--- src/rtl/vend_credit_engine.sv ---
// Coin credit engine: synchronises coin inputs, accumulates credit, converts it into queued drops
// at PRICE, and releases them through a valid/ready handshake with refund and saturation support.
module vend_credit_engine #(
    parameter int NUM_COINS = 3,
    parameter int CREDIT_W = 5,
    parameter logic [NUM_COINS*CREDIT_W-1:0] COIN_VAL = {5'd5, 5'd3, 5'd1},
    parameter int PRICE = 4,
    parameter int MAX_PENDING = 3,
    parameter int PEND_W = 2
) (
    input  logic                 clock,
    input  logic                 reset,
    input  logic [NUM_COINS-1:0] coin_in,
    input  logic                 drop_ready,
    input  logic                 refund_req,
    output logic                 drop_valid,
    output logic [PEND_W-1:0]    drop_pending,
    output logic [CREDIT_W-1:0]  credit,
    output logic                 refund_valid,
    output logic [CREDIT_W-1:0]  refund_amount,
    output logic [NUM_COINS-1:0] coin_seen,
    output logic                 overflow,
    output logic [1:0]           vend_state
);

    // Wide enough for current credit plus every coin arriving in the same cycle.
    localparam int SUM_W = CREDIT_W + $clog2(NUM_COINS) + 1;
    localparam logic [CREDIT_W-1:0] CREDIT_FULL = '1;
    localparam logic [SUM_W-1:0] CREDIT_MAX = SUM_W'(CREDIT_FULL);
    localparam logic [CREDIT_W-1:0] PRICE_C = CREDIT_W'(PRICE);
    localparam logic [SUM_W-1:0] PRICE_WIDE = SUM_W'(PRICE);
    localparam logic [PEND_W-1:0] MAX_PEND_C = PEND_W'(MAX_PENDING);

    typedef enum logic [1:0] {
        IDLE  = 2'd0,
        VEND  = 2'd1,
        STALL = 2'd2
    } vend_state_t;

    logic [NUM_COINS-1:0] sync1_reg, sync2_reg, hist_reg, coin_seen_reg;
    logic [NUM_COINS-1:0] coin_edge;
    logic [SUM_W-1:0]     coin_term [NUM_COINS];
    logic [SUM_W-1:0]     in_sum;

    logic [CREDIT_W-1:0]  credit_reg, credit_next;
    logic [PEND_W-1:0]    pending_reg, pending_next;
    logic                 drop_valid_reg;
    logic                 refund_valid_reg;
    logic [CREDIT_W-1:0]  refund_amount_reg;
    logic                 overflow_reg;
    vend_state_t          state_reg, state_next;

    logic [SUM_W-1:0]     total;
    logic [CREDIT_W-1:0]  total_sat;
    logic                 clamp;
    logic                 convert;
    logic                 transfer;

    genvar gi;
    generate
        for (gi = 0; gi < NUM_COINS; gi++) begin : g_coin
            assign coin_edge[gi] = sync2_reg[gi] & ~hist_reg[gi];
            assign coin_term[gi] = coin_edge[gi] ? SUM_W'(COIN_VAL[gi*CREDIT_W +: CREDIT_W]) : '0;
        end
    endgenerate

    always_comb begin
        in_sum = '0;
        for (int i = 0; i < NUM_COINS; i++) begin
            in_sum = in_sum + coin_term[i];
        end
    end

    // Refund beats conversion; at most one drop is created per cycle.
    always_comb begin
        transfer = drop_valid_reg & drop_ready;
        convert  = 1'b0;
        if (refund_req) begin
            total = SUM_W'(credit_reg) + in_sum;
        end else if ((credit_reg >= PRICE_C) && (pending_reg < MAX_PEND_C)) begin
            convert = 1'b1;
            total   = SUM_W'(credit_reg) - PRICE_WIDE + in_sum;
        end else begin
            total = SUM_W'(credit_reg) + in_sum;
        end
        clamp        = (total > CREDIT_MAX);
        total_sat    = clamp ? CREDIT_FULL : total[CREDIT_W-1:0];
        credit_next  = refund_req ? '0 : total_sat;
        pending_next = pending_reg + PEND_W'(convert) - PEND_W'(transfer);
        if (credit_next < PRICE_C) begin
            state_next = IDLE;
        end else if (pending_next == MAX_PEND_C) begin
            state_next = STALL;
        end else begin
            state_next = VEND;
        end
    end

    always_ff @(posedge clock) begin
        if (reset) begin
            sync1_reg         <= '0;
            sync2_reg         <= '0;
            hist_reg          <= '0;
            coin_seen_reg     <= '0;
            credit_reg        <= '0;
            pending_reg       <= '0;
            drop_valid_reg    <= 1'b0;
            refund_valid_reg  <= 1'b0;
            refund_amount_reg <= '0;
            overflow_reg      <= 1'b0;
            state_reg         <= IDLE;
        end else begin
            sync1_reg        <= coin_in;
            sync2_reg        <= sync1_reg;
            hist_reg         <= sync2_reg;
            coin_seen_reg    <= coin_edge;
            credit_reg       <= credit_next;
            pending_reg      <= pending_next;
            drop_valid_reg   <= (pending_next != '0);
            refund_valid_reg <= refund_req;
            if (refund_req) begin
                refund_amount_reg <= total_sat;
            end
            overflow_reg     <= overflow_reg | clamp;
            state_reg        <= state_next;
        end
    end

    assign drop_valid    = drop_valid_reg;
    assign drop_pending  = pending_reg;
    assign credit        = credit_reg;
    assign refund_valid  = refund_valid_reg;
    assign refund_amount = refund_amount_reg;
    assign coin_seen     = coin_seen_reg;
    assign overflow      = overflow_reg;
    assign vend_state    = state_reg;

endmodule
--- config.mk ---
export PLATFORM = sky130hd
export DESIGN_NAME = vend_credit_engine
export DESIGN_NICKNAME = d
export VERILOG_FILES = /design/src/rtl/vend_credit_engine.sv
export SDC_FILE = /design/constraint.sdc
export NUM_CORES = 1
export LEC_CHECK = 0
export BUFFER_PORTS_ARGS = -buffer_cell sky130_fd_sc_hd__buf_2
export CORE_ASPECT_RATIO = 1.75
export CORE_MARGIN = 8
export CORE_UTILIZATION = 30
export DETAILED_ROUTE_END_ITERATION = 6
export PLACE_DENSITY = 0.51
export RECOVER_POWER = 25
export SLEW_MARGIN = 20
export SYNTH_ARGS = -nofsm -noshare
export SYNTH_HDL_FRONTEND = slang
export SYNTH_SLANG_ARGS = --single-unit
--- constraint.sdc ---
create_clock -name clock -period 5.9 [get_ports clock]
set_input_delay 0.885 -clock clock [delete_from_list [all_inputs] [get_ports clock]]
set_output_delay 0.885 -clock clock [all_outputs]
set_load 0.05 [all_outputs]
==> results of run 1 <==
==> placed cells by master, fill, tap and decap left out, types with 3 or more instances in the layout <==
cell type and instances:
clkbuf_8 6, xnor2_1 4, dfxtp_1 29, xor2_1 4, nor2b_1 16, mux2i_1 3
a21oi_1 10, buf_2 25, a311oi_1 5, nor2_1 11, ha_1 14, inv_1 16
==> cell type report <==
class / count / area [um2]
clock buffers: 7 / 86.33
inverters: 16 / 60.06
repair buffers: 26 / 128.9
well taps: 52 / 65.06
fillers: 484 / 2888
clock inverters: 1 / 30.03
multi-input cells: 96 / 744.5
flip-flops and latches: 29 / 580.6
==> report_power, final <==
group	switching, mW	total, mW	leakage (nW)	internal [mW]
Sequential	0.0211	0.248	0.238	0.227
Combinational	0.212	0.303	0.512	0.0912
Clock	0.0737	0.211	0.0585	0.137
Total	0.306	0.762	0.809	0.455
==> worst min path at each step <==
| stage | start | to | slack, ns |
|---|---|---|---|
| after global placement | hist_reg[2]$_SDFF_PP0_ | coin_seen[2]$_SDFF_PP0_ | 0.41 |
| after detailed placement | hist_reg[2]$_SDFF_PP0_ | coin_seen[2]$_SDFF_PP0_ | 0.41 |
| final | hist_reg[2]$_SDFF_PP0_ | coin_seen[2]$_SDFF_PP0_ | 0.42 |
| after global routing | hist_reg[2]$_SDFF_PP0_ | coin_seen[2]$_SDFF_PP0_ | 0.45 |
| after CTS | hist_reg[2]$_SDFF_PP0_ | coin_seen[2]$_SDFF_PP0_ | 0.42 |
| after floorplan | hist_reg[2]$_SDFF_PP0_ | coin_seen[2]$_SDFF_PP0_ | 0.39 |
==> metrics by stage <==
step / setup WS (ns) / cells
2_1_floorplan: 3.018 / 145
6_report: 2.673 / 227
3_3_place_gp: 2.763 / 219
3_5_place_dp: 2.672 / 219
5_1_grt: 2.424 / 227
4_1_cts: 2.655 / 227
==> routing by layer <==
layer  wire length [um]  GRT usage
met3                203    0.04384
met2               1788     0.1675
met5                  0          0
met1               1122    0.08256
met4                 89    0.05155
==> cells by family after synthesis <==
family          share of synthesized area
buf+inv                           0.05867
flops                              0.4124
xor+xnor                          0.04977
simple gates                       0.1511
mux                               0.02133
compound gates                     0.1680
fa+ha+maj                          0.1387
==> critical path, cell delays in order, from the launching register on <==
cell	delay [ns]
dfxtp_1	0.32
nor2b_1	0.27
ha_1	0.29
ha_1	0.18
a21o_1	0.15
ha_1	0.18
xor2_1	0.17
ha_1	0.42
nand3b_1	0.10
o22ai_1	0.20
mux2i_1	0.37
a21oi_4	0.15
a311oi_1	0.32
==> results.yml, run 1 <==
outcome:
  run_status: "complete, no violations"
power:
  peakVddDrop_uv: 236.0
  leakage_nw: 0.8091
  power_uw: 761.7
  powerDensity_mw_per_mm2: 449.3
clock_network:
  cts_root_buf: "clkbuf_8"
  clkTransAtPathRegs_ns: 0.06
  cts_tree: "yes"
  cts_buffers: 5
  cts_resized: 0
  worstSkewPairLatency_ns: 0.28
  postCtsSetupBuffers: 0
  h-tree-depth: 2
  clkSinkCount: 29
  cts_max_path_buffers: 2
  ctsHoldBuffers: 0
synthesis:
  synthCells: 145
  yosys.area.top_type_share: 0.4124
  postSynthAreaPerCell_um2: 9.708
  synth_area_mm2: 0.001408
  syn_nets: 167
  synth_edf_count: 0
  ys_async_sr_fraction: 0
  seq_area_frac_synth: 0.4124
  synth_common_cells: "dfxtp_1, inv_1, nor2b_1"
  ys.flop_type: "dfxtp_1"
  yosysMostFrequentCell: "dfxtp_1"
  ys_seq_elements: 29
  ys_types: 35
  yosys_warnings: 0
  yosysTopAreaCell: "dfxtp_1"
  synth_area_leaders: "dfxtp_1, ha_1, nor2b_1, inv_1, a21oi_1"
floorplan:
  ios: 27
  initial_utilization: 0.3071
  placementRows: 33
  dieArea_mm2: 0.007226
  fp.dieW_um: 67.78
  core_mm2: 0.004583
  die_h_um: 106.6
setup_path:
  cp-end-kind: "flop"
  reg2reg_to: "refund_amount[1]$_SDFFE_PP0P_"
  startpoint: "sync2_reg[1]$_SDFF_PP0_"
  startpoint_type: "flop"
  arrival_ns: 3.40
  timing.rr.start: "sync2_reg[1]$_SDFF_PP0_"
  cp_max_fo: 9
  ff2ff_path_depth: 12
  criticalPathCategory: "flop to flop"
  rrSetupSlack_ns: 2.67
  critical_path.endpoint: "refund_amount[1]$_SDFFE_PP0P_"
  required_ns: 6.07
finish:
  area_growth_pct: 20.44
  fin_area_mm2: 0.001695
  nets: 196
  n_antenna_cell: 0
  fin_util: 0.3699
  drive_gt1_frac: 0.2229
sta:
  hold_viol_final: 0
  relSlewSlack: 0.4138
  final.min_clock_period_ns: 3.227
  fin_crit_sh: 0.5470
  setup-tns-final_ns: 0
  setup_viol: 0
  rsz0062_at_grt: "no"
  slew_viol_final: 0
  timing.fmax_ghz: 0.3099
  worst_pin_slew_ns: 0.8793
  holdWs_ns: 0.4163
  fin_skew_ns: 0.003329
drt:
  vias_per_cell: 4.731
  postRouteAntennaNets: 0
  drc_errors: 0
  first_pass_iters: 4
  drt-initial-drc-count: 18
  finalWirelength_um: 3204
  avgRoutedWirePerCell_um: 14.11
  vias: 1074
grt:
  grt_pass1_vias: 1093
  gr-total-overflow: 0
  grt_usage: 0.09412
  grt_antenna_before_repair: 0
  grt_pass1_wl_um: 5085
  grt_max_degree: 23
run:
  cap_violations: 0
worst_hold_path:
  hp-class: "flop to flop"
  min_path_cells: 1
placement:
  dpl_cell_area_mm2: 0.001580
  io_buffers: 26
  gp_congestion: 0.9152
  dp_hpwl_um: 2621
Note: power is estimated with default switching activity, not from simulation.
==> run 2, diff against run 1 <==
==> constraint.sdc (replaced) <==
create_clock -name clock -period 3 [get_ports clock]
set_input_delay 0.45 -clock clock [delete_from_list [all_inputs] [get_ports clock]]
set_output_delay 0.45 -clock clock [all_outputs]
set_load 0.05 [all_outputs]
==> run 2 against run 1 <==
Final cell count is 4.4% higher. Clock power is 94% higher. Wire length is 12% higher. Die area stayed put. Global-route usage is 0.73 points higher. Critical path type unchanged. Clock skew is 0.00073 ns lower. Largest power group unchanged. Critical path depth stayed put. Worst hold slack worse by 0.033 ns.
==> results.yml, run 2 (synthesized netlist as in run 1, its figures left out) <==
setup_path:
  cp_max_fo: 5
  arrival_ns: 3.05
  ff2ff_path_depth: 12
  cpMostUsedCell: "ha_2"
  reg2reg_to: "refund_amount[1]$_SDFFE_PP0P_"
  cp_cell_sequence: "nor2b_4 -> ha_4 -> ha_2 -> a21o_1 -> ha_2 -> xor2_2 -> ha_1 -> nand3b_1 -> o22ai_2 -> mux2i_4 -> a21oi_4 -> a311oi_2"
  criticalPathCategory: "flop to flop"
  rrSetupSlack_ns: 0.14
  required_ns: 3.19
  startpoint_type: "flop"
  cp-end-kind: "flop"
  timing.rr.start: "sync2_reg[1]$_SDFF_PP0_"
  crit_family: "adder cells"
  slowest_delay_ns: 0.34
  path_buf_inv: 0
  startpoint: "sync2_reg[1]$_SDFF_PP0_"
  critPathSlowestCell: "mux2i_4"
drt:
  first_pass_iters: 4
  avgRoutedWirePerCell_um: 15.18
  vias: 1167
  drt-initial-drc-count: 14
  drc_errors: 0
  finalWirelength_um: 3598
  vias_per_cell: 4.924
  postRouteAntennaNets: 0
grt:
  grt_antenna_before_repair: 0
  grt_pass1_vias: 1240
  gr-total-overflow: 0
  grt_usage: 0.1014
  grt_pass1_wl_um: 5540
  grt_max_degree: 23
clock_network:
  clkSinkCount: 29
  cts_root_buf: "clkbuf_8"
  cts_buffers: 5
  cts_max_path_buffers: 2
  worstSkewPairLatency_ns: 0.28
  cts_tree: "yes"
  ctsHoldBuffers: 0
  clkTransAtPathRegs_ns: 0.06
  h-tree-depth: 2
sta:
  fin_crit_sh: 0.9533
  finalWorstSetupSlack_ns: 0.1402
  relSlewSlack: 0.7302
  timing.fmax_ghz: 0.3497
  hold_viol_final: 0
  setup-tns-final_ns: 0
  final.min_clock_period_ns: 2.860
  slew_viol_final: 0
  fin_skew_ns: 0.002597
  worst_pin_slew_ns: 0.4047
  setup_viol: 0
power:
  swShare: 0.4085
  leakage_nw: 0.8632
  p_switching_uw: 646.3
  p_clk_frac: 0.259
  powerDensity_mw_per_mm2: 842.9
  p_int_uw: 935.6
  power_frac_comb: 0.431
  peakVddDrop_uv: 632.3
  share_seq_of_total_power: 0.310
finish:
  nets: 206
  n_fill_cell: 460
  multi_input_area_um2: 853.3
  fin_util: 0.4095
  n_antenna_cell: 0
  final_cell_mix: "dfxtp_1, buf_2, inv_1"
  seq_area_um2: 584.3
  fin_area_mm2: 0.001877
  area_growth_pct: 33.33
  drive_gt1_frac: 0.3730
placement:
  pre_cts_ws_ns: -0.03471
  dpl_cell_area_mm2: 0.001618
  dp_hpwl_um: 2753
  gp_congestion: 0.8842
  io_buffers: 26
floorplan:
  initial_utilization: 0.3071
  fp.dieW_um: 67.78
  die_h_um: 106.6
  core_mm2: 0.004583
  dieArea_mm2: 0.007226
  ios: 27
  placementRows: 33
worst_hold_path:
  holdPathEnd: "sync1_reg[1]$_SDFF_PP0_"
  hp-class: "input pin to flop"
  min-delay-start: "coin_in[1]"
  min_path_cells: 2
run:
  cap_violations: 0
outcome:
  run_status: "complete, no violations"
[run 2: routing by layer]
metal,global-route usage,share of wire
met2,0.1954,0.59
met1,0.08339,0.33
met3,0.03862,0.053
met4,0.04860,0.028
met5,0,0
[run 2: area by class of cell]
cell class | instances | area share
inverters | 16 | 0.03200
multi-input cells | 97 | 0.4547
clock inverters | 1 | 0.01600
repair buffers | 35 | 0.1053
flip-flops and latches | 29 | 0.3113
well taps | 52 | 0.03467
clock buffers | 7 | 0.04600
[run 2: through the flow]
stage               total power [mW]  instances  hold slack [ns]
finish                         1.582        237           0.3830
global placement               1.096        224           0.4113
CTS                            1.538        232           0.3821
detailed placement             1.114        224           0.4151
global route                   1.677        237           0.3856
floorplan                     0.9671        145           0.3924
[run 2: power by group through the flow]
stage | Clock [mW] | Sequential [mW] | Combinational (mW)
floorplan | 0 | 0.677 | 0.290
global placement | 0 | 0.493 | 0.603
detailed placement | 0 | 0.498 | 0.616
CTS | 0.418 | 0.490 | 0.630
global route | 0.441 | 0.497 | 0.739
finish | 0.410 | 0.490 | 0.682
[run 2: worst max path at each step]
stage                                    end  cells after the start
6_report       refund_amount[1]$_SDFFE_PP0P_                     12
2_1_floorplan       vend_state[1]$_SDFF_PP0_                     12
4_1_cts             vend_state[1]$_SDFF_PP0_                     12
3_3_place_gp        vend_state[1]$_SDFF_PP0_                     12
5_1_grt             vend_state[1]$_SDFF_PP0_                     12
3_5_place_dp   refund_amount[1]$_SDFFE_PP0P_                     12
[run 2: worst reg2reg max path, cell delays in order, from the launching register on]
cell and delay, ns:
dfxtp_2 0.33, nor2b_4 0.17, ha_4 0.21, ha_2 0.16, a21o_1 0.15, ha_2 0.18, xor2_2 0.15, ha_1 0.32
nand3b_1 0.10, o22ai_2 0.26, mux2i_4 0.34, a21oi_4 0.12, a311oi_2 0.28
[run 2: timing repair]
item / 4_1_cts / 5_1_grt
resized for setup: 5 / 18
endpoints found under the hold margin: 0 / 0
cloned: 0 / 1
setup buffers: 0 / 4
setup endpoints to repair: 5 / 11
pin swaps: 0 / 9
==> run 3, diff against run 2 <==
--- a/config.mk
+++ b/config.mk
@@ -6,7 +6,7 @@
 export NUM_CORES = 1
 export LEC_CHECK = 0
 export BUFFER_PORTS_ARGS = -buffer_cell sky130_fd_sc_hd__buf_2
-export CORE_ASPECT_RATIO = 1.75
+export CORE_ASPECT_RATIO = 0.9
 export CORE_MARGIN = 8
 export CORE_UTILIZATION = 30
 export DETAILED_ROUTE_END_ITERATION = 6
==> run 3 against run 2 <==
Core utilization hardly changed. Non-clock buffer count fell by 3. Clock power about the same. Via count fell by 3.9%. First-iteration DRC count increased to 2.7 times the previous value. Maximum frequency shrank 1.1%. Global-route usage is 0.98 points lower.
==> results.yml, run 3 (synthesized netlist as in run 1, its figures left out) <==
finish:
  final_cell_mix: "dfxtp_1, buf_2, inv_1"
  fin_util: 0.4094
  drive_gt1_frac: 0.3187
  nets: 203
  final_common_cell: "dfxtp_1"
  final_cells: 244
  n_antenna_cell: 0
  area_growth_pct: 30.58
floorplan:
  initial_utilization: 0.3135
  placementRows: 23
  core_mm2: 0.004489
  fp.dieW_um: 88.21
  dieArea_mm2: 0.007143
  die_h_um: 80.99
  ios: 27
run:
  cap_violations: 0
sta:
  final.min_clock_period_ns: 2.891
  setup_viol: 0
  rsz0062_at_grt: "yes"
  hold_viol_final: 0
  fin_crit_sh: 0.9637
  fin_skew_ns: 0.007026
  relSlewSlack: 0.7316
  slew_viol_final: 0
  worst_pin_slew_ns: 0.4026
  timing.fmax_ghz: 0.3459
drt:
  postRouteAntennaNets: 0
  drc_errors: 0
  first_pass_iters: 4
  vias: 1122
  finalWirelength_um: 3296
  drt-initial-drc-count: 38
  avgRoutedWirePerCell_um: 13.51
  vias_per_cell: 4.598
outcome:
  run_status: "complete, no violations"
setup_path:
  startpoint: "sync2_reg[1]$_SDFF_PP0_"
  criticalPathCategory: "flop to flop"
  arrival_ns: 3.07
  required_ns: 3.18
  rrSetupSlack_ns: 0.11
  timing.rr.start: "sync2_reg[1]$_SDFF_PP0_"
  cp_max_fo: 5
  cp-end-kind: "flop"
  startpoint_type: "flop"
clock_network:
  h-tree-depth: 2
  cts_max_path_buffers: 2
  cts_root_buf: "clkbuf_8"
  clkTransAtPathRegs_ns: 0.06
  worstSkewPairLatency_ns: 0.27
  cts_buffers: 5
  cts_tree: "yes"
  clkSinkCount: 29
worst_hold_path:
  hp-class: "input pin to flop"
  min-delay-start: "coin_in[1]"
power:
  powerDensity_mw_per_mm2: 846.9
  peakVddDrop_uv: 316.6
  leakage_nw: 0.8548
  power_mw: 1.557
grt:
  grt_pass1_wl_um: 5057
  grt_pass1_vias: 1094
  gr-total-overflow: 0
  grt_antenna_before_repair: 0
  grt_usage: 0.09161
  grt_max_degree: 23
placement:
  io_buffers: 26
  placedCellCount: 234
  gp_congestion: 0.8895
  dp_hpwl_um: 2536
## run 3: cell count changes in the layout (fill, tap and decap cells not counted), sizes merged
cell and delta:
buf -3
## run 3: per-stage QoR
step | worst slack (ns) | hold slack, ns | TNS (ns) | cell area, um2
finish | 0.1090 | 0.3886 | 0 | 1838
global route | -0.01428 | 0.3950 | -0.04519 | 1838
CTS | 0.03144 | 0.3857 | 0 | 1764
detailed placement | -0.03097 | 0.4219 | -0.06361 | 1630
global placement | 0.04874 | 0.4060 | 0 | 1630
floorplan | 0.1179 | 0.3924 | 0 | 1408
## run 3: path summary, 6_finish.rpt
| check | cells past startpoint | endpoint |
|---|---|---|
| worst max register to register | 13 | refund_amount[3]$_SDFFE_PP0P_ |
| worst min-delay path | 2 | sync1_reg[1]$_SDFF_PP0_ |
| worst min register to register | 1 | sync2_reg[0]$_SDFF_PP0_ |
| worst max-delay path | 13 | refund_amount[3]$_SDFFE_PP0P_ |
## run 3: area by class of cell
class / instances / area [um2]
clock buffers: 7 / 86.33
inverters: 16 / 60.06
repair buffers: 32 / 175.2
well taps: 62 / 77.57
clock inverters: 1 / 30.03
multi-input cells: 97 / 828.3
flip-flops and latches: 29 / 580.6
fillers: 476 / 2651
## run 3: routing by layer
metal  wire (um)  GRT usage  share of wire  up-vias
met5           0          0              0        -
li1            -          -              -      562
met2        1669     0.1551           0.51       22
met4          51    0.04216          0.015        0
met1        1403    0.09818           0.43      532
met3         171    0.03730          0.052        6
## run 3: what timing repair did
action	4_1_cts	5_1_grt
buffers inserted	1	0
endpoints found under the setup margin	4	11
gates resized for setup	2	12
hold buffers	0	0
hold endpoints to repair	0	0
pin swaps	1	4
gates cloned	0	1
## run 3: power by group
part	internal [mW]	switching, mW
logic	0.211	0.448
registers	0.446	0.0433
clock network	0.270	0.139
## run 3: critical path, cell delays in order (launching register included)
cell and delay (ns):
dfxtp_1 0.31, nor2b_1 0.16, ha_1 0.25, ha_1 0.18, a21o_1 0.15, ha_1 0.21
xor2_2 0.24, ha_4 0.25, buf_4 0.15, o21bai_1 0.16, xor2_1 0.26, buf_4 0.17
inv_1 0.04, a311oi_2 0.27
